--- config.mk ---
export PLATFORM = sky130hd
export DESIGN_NAME = stu_context_copy_manager
export DESIGN_NICKNAME = d
export VERILOG_FILES = /design/src/rtl/stu_context_copy_manager.sv
export SDC_FILE = /design/constraint.sdc
export NUM_CORES = 1
export LEC_CHECK = 0
export CORE_ASPECT_RATIO = 0.9
export CORE_MARGIN = 2
export CORE_UTILIZATION = 39
export CTS_BUF_LIST = sky130_fd_sc_hd__clkbuf_8
export DETAILED_ROUTE_END_ITERATION = 6
export GPL_ROUTABILITY_DRIVEN = 0
export MAX_ROUTING_LAYER = met4
export PLACE_DENSITY = 0.77
export SYNTH_ARGS = -nofsm -noshare
export SYNTH_HDL_FRONTEND = slang
export SYNTH_SLANG_ARGS = --single-unit
--- constraint.sdc ---
create_clock -name clk -period 2.11 [get_ports clk]
set_input_delay 0.211 -clock clk [delete_from_list [all_inputs] [get_ports clk]]
set_output_delay 0.211 -clock clk [all_outputs]
set_load 0.03 [all_outputs]
--- src/rtl/stu_context_copy_manager.sv ---
// Copies x1..x(NUM_REGS-1) from a master core's register file into a speculative
// core, then loads the speculative start PC. Abortable at any point.
package stu_pkg;
  typedef logic [1:0]  core_id_t;
  typedef logic [31:0] addr_t;
endpackage

module stu_context_copy_manager #(
  parameter int NUM_REGS = 32,
  parameter int XLEN     = 32
) (
  input  logic                        clk,
  input  logic                        rst,
  input  logic                        copy_start_in,
  input  stu_pkg::core_id_t           src_core_id_in,
  input  stu_pkg::core_id_t           dst_core_id_in,
  input  stu_pkg::addr_t              spec_pc_in,
  input  logic                        abort_in,
  output logic                        rf_rd_req_out,
  output stu_pkg::core_id_t           rf_rd_core_out,
  output logic [$clog2(NUM_REGS)-1:0] rf_rd_addr_out,
  input  logic [XLEN-1:0]             rf_rd_data_in,
  output logic                        rf_wr_en_out,
  output stu_pkg::core_id_t           rf_wr_core_out,
  output logic [$clog2(NUM_REGS)-1:0] rf_wr_addr_out,
  output logic [XLEN-1:0]             rf_wr_data_out,
  input  logic                        rf_wr_ready_in,
  output logic                        pc_wr_en_out,
  output stu_pkg::addr_t              pc_wr_data_out,
  output logic                        copy_done_out,
  output logic                        busy_out
);
  localparam int IW = $clog2(NUM_REGS);
  localparam logic [IW-1:0] LAST_IDX = IW'(NUM_REGS - 1);

  typedef enum logic [2:0] {IDLE, READ, CAPTURE, WRITE, PC_WRITE, DONE} state_t;

  state_t            state;
  logic [IW-1:0]     idx;
  logic [XLEN-1:0]   data_q;
  stu_pkg::core_id_t src_q, dst_q;
  stu_pkg::addr_t    pc_q;

  always_ff @(posedge clk or posedge rst) begin
    if (rst) begin
      state  <= IDLE;
      idx    <= '0;
      data_q <= '0;
      src_q  <= '0;
      dst_q  <= '0;
      pc_q   <= '0;
    end else if (state != IDLE && abort_in) begin
      // abort wins over write accept and DONE in the same cycle
      state <= IDLE;
    end else begin
      unique case (state)
        IDLE:
          if (copy_start_in && src_core_id_in != dst_core_id_in) begin
            src_q <= src_core_id_in;
            dst_q <= dst_core_id_in;
            pc_q  <= spec_pc_in;
            idx   <= IW'(1);
            state <= READ;
          end
        READ:    state <= CAPTURE;
        CAPTURE: begin
          data_q <= rf_rd_data_in;
          state  <= WRITE;
        end
        WRITE:
          if (rf_wr_ready_in) begin
            if (idx == LAST_IDX) state <= PC_WRITE;
            else begin
              idx   <= idx + IW'(1);
              state <= READ;
            end
          end
        PC_WRITE: state <= DONE;
        DONE:     state <= IDLE;
        default:  state <= IDLE;
      endcase
    end
  end

  // Outputs decode straight from registered state; every field is gated by its enable.
  always_comb begin
    rf_rd_req_out  = (state == READ);
    rf_rd_core_out = rf_rd_req_out ? src_q : '0;
    rf_rd_addr_out = rf_rd_req_out ? idx : '0;
    rf_wr_en_out   = (state == WRITE);
    rf_wr_core_out = rf_wr_en_out ? dst_q : '0;
    rf_wr_addr_out = rf_wr_en_out ? idx : '0;
    rf_wr_data_out = rf_wr_en_out ? data_q : '0;
    pc_wr_en_out   = (state == PC_WRITE);
    pc_wr_data_out = pc_wr_en_out ? pc_q : '0;
    copy_done_out  = (state == DONE);
    busy_out       = (state != IDLE);
  end
endmodule

After elaboration in Yosys (flattened, before gate mapping)
Index checks and enable logic that the tools add are counted.
W data, S select, Z words.
{"block": "word_totals", "ff_bits": 76, "in_bits": 73, "output_inout_bits": 83, "word_cells": 44}
{"block": "op_classes", "addsub": 1, "eq_ne": 12, "muxes": 15, "bitwise": 1, "n_reduce_logical": 9}
{"operator": "$mux W32", "count": 2}
{"operator": "$mux W5", "count": 5}
{"operator": "$pmux W3 S5", "count": 1}
{"operator": "$mux W3", "count": 4}
{"operator": "$pmux W5 S2", "count": 1}
{"operator": "$eq A3 B2 Y1 const B", "count": 2}
{"operator": "$eq A3 B3 Y1 const B", "count": 2}
{"operator": "$add A5 B1 Y5 const B", "count": 1}
{"operator": "$eq A5 B5 Y1 const B", "count": 1}
{"operator": "$reduce_and A5 Y1", "count": 1}
{"operator": "$mux W2", "count": 2}
{"operator": "$ne A2 B2 Y1 const B", "count": 2}
{"operator": "$reduce_and A2 Y1", "count": 2}
{"operator": "$eq A3 B1 Y1 const B", "count": 1}
{"operator": "$logic_not A3 Y1", "count": 1}
{"operator": "$ne A3 B1 Y1 const B", "count": 1}
{"operator": "$ne A3 B3 Y1 const B", "count": 1}
{"operator": "$reduce_and A3 Y1", "count": 1}
{"operator": "$reduce_bool A3 Y1", "count": 1}
{"operator": "$logic_and A1 B1 Y1", "count": 2}
{"operator": "$ne A2 B1 Y1 const B", "count": 1}
{"operator": "$ne A2 B2 Y1", "count": 1}
{"operator": "$reduce_bool A2 Y1", "count": 1}
{"operator": "$not A1 Y1", "count": 1}

Logic depth before layout (Yosys ltp)
{"block": "depth", "word_depth": 5, "depth_mapped": 7}

Least setup slack after synthesis
Ideal clock, no wire load.
{"block": "synth_timing", "kind": "reg-to-output", "from": "reg state[2]", "to": "out rf_rd_addr_out[0]", "arrival_time_ps": 1890, "required_time_ps": 1899, "slack_ps": 9, "stages_incl_launch_ff": 4, "n_path_buf": 1, "cell_sequence": "dfrtp_1 buf_4 nor3b_1 and2_1"}
{"block": "synth_via", "elab_chain_len": 2}
{"element": "start, declared", "line_no": "38", "source": "state_t state;"}
{"element": "start signal, assigned", "line_no": "46", "source": "state <= IDLE;"}
{"element": "start signal, assigned", "line_no": "54", "source": "state <= IDLE;"}
{"element": "start signal, assigned", "line_no": "63", "source": "state <= READ;"}
{"element": "$eq A3 B1 Y1", "line_no": "87", "source": "rf_rd_req_out = (state == READ);"}
{"element": "via rf_rd_req_out", "line_no": "19", "source": "output logic rf_rd_req_out,"}
{"element": "$mux W5", "line_no": "89", "source": "rf_rd_addr_out = rf_rd_req_out ? idx : '0;"}
{"element": "end, declared", "line_no": "21", "source": "output logic [$clog2(NUM_REGS)-1:0] rf_rd_addr_out,"}
The timed path passes the listed nets, and every way through them passes these cells.

Worst setup path after layout
{"block": "layout_timing", "from": "reg state[0]", "to": "out pc_wr_data_out[6]"}
{"block": "layout_via", "elab_chain_len": 2}
{"element": "$eq A3 B3 Y1", "line_no": "94", "source": "pc_wr_en_out = (state == PC_WRITE);"}
{"element": "$mux W32", "line_no": "95", "source": "pc_wr_data_out = pc_wr_en_out ? pc_q : '0;"}
{"element": "end, declared", "line_no": "29", "source": "output stu_pkg::addr_t pc_wr_data_out,"}
No other way between the ends.

==> impl_metrics.csv <==
group,metric,value,unit
finish,area_delta_synth_final,51.8,%
clock_tree,cts-buffers-inserted,9,
grt,grt_max_degree,77,
detailed_routing,dr.pass1.iters,4,
yosys,synthMuxAreaShare,21.9,%
detailed_routing,viasPerCell,4.71,
sta,period_minus_slack,2.00,ns
die,num_rows,33,
yosys,synthSimpleGateAreaFrac,17.5,%
worst_setup_path,critPathMaxFanout,27,
detailed_routing,dr_total_vias,2706,
sta,relSlewSlack,72.8,%
sta,hold_ws,0.325,ns
clock_tree,post_cts_buffers,0,
status,status,"finished clean",
sta,max_freq,499,MHz
die,initial_core_util,39.6,%
finish,fin_util,60.1,%
finish,layoutNonFillerInstCount,575,
worst_setup_path,crit_path_cell_trace,"nor3b_4 > buf_12 > and2_1 > dlygate4sd2_1",
yosys,yosys.area_share.xor_xnor,0.493,%
grt,grt_remaining_overflow,0,
die,ios,156,
worst_setup_path,cp_top_family,"buffers and inverters",
worst_setup_path,cp_slowest_cell,"dfrtp_1",
sta,setup_tns,0,ns
clock_tree,clk_pin_slew,0.08,ns
yosys,synth-compound-area-share,2.50,%
yosys,synth_seq_area_share,53.6,%
detailed_routing,totalWireLength,8590,um
worst_setup_path,crit_type,"reg2out",
sta,setup_viol,0,
worst_setup_path,crit_path_start_kind,"flop",
place,dp_cells,559,
yosys,ys_seq_elements,76,
grt,grt_usage,17.2,%
finish,nets,523,
sta,drv_slew,0,
yosys,synth_top_family_by_area,"multiplexers",
sta,worst_pin_slew,0.409,ns
finish,drive_gt1_share,36.4,%
clock_tree,insertion_delay,0.34,ns
worst_setup_path,critical_path_required,1.90,ns
yosys,syn_inst,286,
sta,rsz0062_at_grt,"false",
yosys,syn_area,0.00355,mm^2
die,die_height,94.5,um
place,port_buffers,155,
detailed_routing,remaining_drc_errors,0,
clock_tree,clk_path_buf_depth,2,
worst_setup_path,reg2reg_from,"idx[0]$_DFFE_PP0P_",
clock_tree,clkSinkCount,76,
yosys,synth_area_per_cell,12.4,um^2
detailed_routing,post_drt_wl_per_cell,14.9,um
yosys,yosysWarnings,0,
yosys,synth-adder-area-share,0.705,%
yosys,ys_types,32,
clock_tree,postCtsResizedCells,21,
detailed_routing,drtAntennaViolNets,0,
place,dp_hpwl,6200,um
worst_setup_path,arrival,1.79,ns
clock_tree,cts-root-buf,"clkbuf_8",
die,die_area,0.00988,mm^2
sta,hold_viol,0,
sta,timing.final.crit_share,94.9,%
worst_setup_path,max_stage_delay,0.42,ns
grt,antenna_found_initial,0,
worst_setup_path,worstSetupStartpoint,"state[0]$_DFFE_PP0P_",
sta,fin_worst_skew,0.00793,ns
worst_setup_path,cp_num_buf_inv,2,
detailed_routing,drt-initial-drc-count,106,
min_path,hold_class,"in2async",
clock_tree,ctsHoldBuffers,0,
pwr,finalPower,5.32,mW
run,cap_violations,0,
worst_setup_path,endpoint_kind,"output port",
clock_tree,cts_tree,"yes",
grt,grt_pass1_wl,12900,um
die,die_x,105,um
finish,n_antenna_cell,0,
pwr,power.density,987,mW/mm^2
pwr,vdd_drop_max,731,uV
yosys,syn_nets,361,
die,core_area,0.00896,mm^2
clock_tree,cts.htree.levels,3,
grt,grt_pass1_vias,2586,
pwr,p_leak,2.54,nW
registers in the layout, summed over array words and instances (netlist names):
register  flops
dst_q         2
state         3
pc_q         32
idx           5
data_q       32
src_q         2
stage by stage:
stage / setup slack (ns) / area, um^2
after floorplan: 0.00912 / 3550
after global placement: 0.119 / 5160
after detailed placement: 0.0733 / 5160
after CTS: 0.000425 / 5360
after global routing: 0.0164 / 5390
final: 0.107 / 5390
per-layer routing:
| metal | vias to the layer above | GRT usage, % | share of wire, % |
|---|---|---|---|
| met4 | 0 | 5.29 | 1.2 |
| li1 | 1280 | - | - |
| met1 | 1353 | 20.1 | 41 |
| met3 | 10 | 3.59 | 3.6 |
| met2 | 63 | 30.2 | 55 |
| met5 | - | - | 0 |
path summary, 6_finish.rpt:
kind / depth (start not counted) / end / slack [ns]
max in group asynchronous: 3 / pc_q[21]$_DFFE_PP0P_ / 1.47
min in group clk: 2 / data_q[31]$_DFFE_PP0P_ / 0.48
setup / recovery: 4 / pc_wr_data_out[6] / 0.11
setup reg to reg: 7 / idx[3]$_DFFE_PP0P_ / 0.13
hold / removal: 3 / data_q[7]$_DFFE_PP0P_ / 0.33
hold reg to reg: 1 / data_q[21]$_DFFE_PP0P_ / 0.49
kinds of logic (layout without fill, tap and decap cells):
kind of cell    count (synthesis)  count (layout)
mux                            69              69
compound gates                 13              13
xor+xnor                        2               2
buf+inv                        23             190
flops                          76              76
simple gates                  101             101
fa+ha+maj                       2               2
Yosys cell counts, drive strengths merged:
master,n,area [um^2]
o22ai,1,6.26
or4,1,7.51
o211a,1,10.0
o31ai,1,7.51
a211oi,1,7.51
and2,78,490
nor4,1,21.3
xor2,2,17.5
buf,9,65.1
clkbuf,8,30.0
nand3b,1,7.51
a2bb2oi,1,8.76
o22a,1,8.76
nand3,4,20.0
o21ai,3,15.0
ha,2,25.0
mux2,69,777
nand2,5,18.8
o21bai,1,7.51
and3,2,12.5
nor2,5,18.8
nor3b,2,15.0
dfrtp,76,1900
nor3,2,10.0
a21oi,2,10.0
o211ai,1,7.51
inv,6,22.5
power breakdown:
part	leakage (nW)	total [mW]	internal, mW	switching (mW)
logic	1.51	1.68	0.961	0.716
clock network	0.115	1.20	0.688	0.516
registers	0.908	2.44	2.14	0.300
total	2.54	5.32	3.79	1.53
cell type report:
class	instances	area [um^2]
clock buffers	10	138
clock inverters	6	80.1
fillers	759	3570
inverters	6	26.3
multi-input cells	187	1550
flip-flops and latches	76	1900
well taps	122	153
repair buffers	168	1540
cells in the final DEF (no fill, tap or decap), types with 2 or more instances in the layout:
master,n
and2_1,77
dfrtp_1,76
clkdlybuf4s50_1,72
buf_4,70
mux2_2,67
dlygate4sd2_1,19
clkbuf_8,10
inv_1,6
nor2_1,5
nand2_1,5
buf_12,5
nand3_1,4
xor2_1,2
a21oi_1,2
o21ai_1,2
and3_1,2
clkinvlp_4,2
mux2_1,2
bufinv_16,2
worst min-delay path: stages:
cell and delay, ns:
clkdlybuf4s50_1 0.44, clkinvlp_4 0.09, buf_12 0.34
No activity file was read; power rests on OpenSTA's default activity.
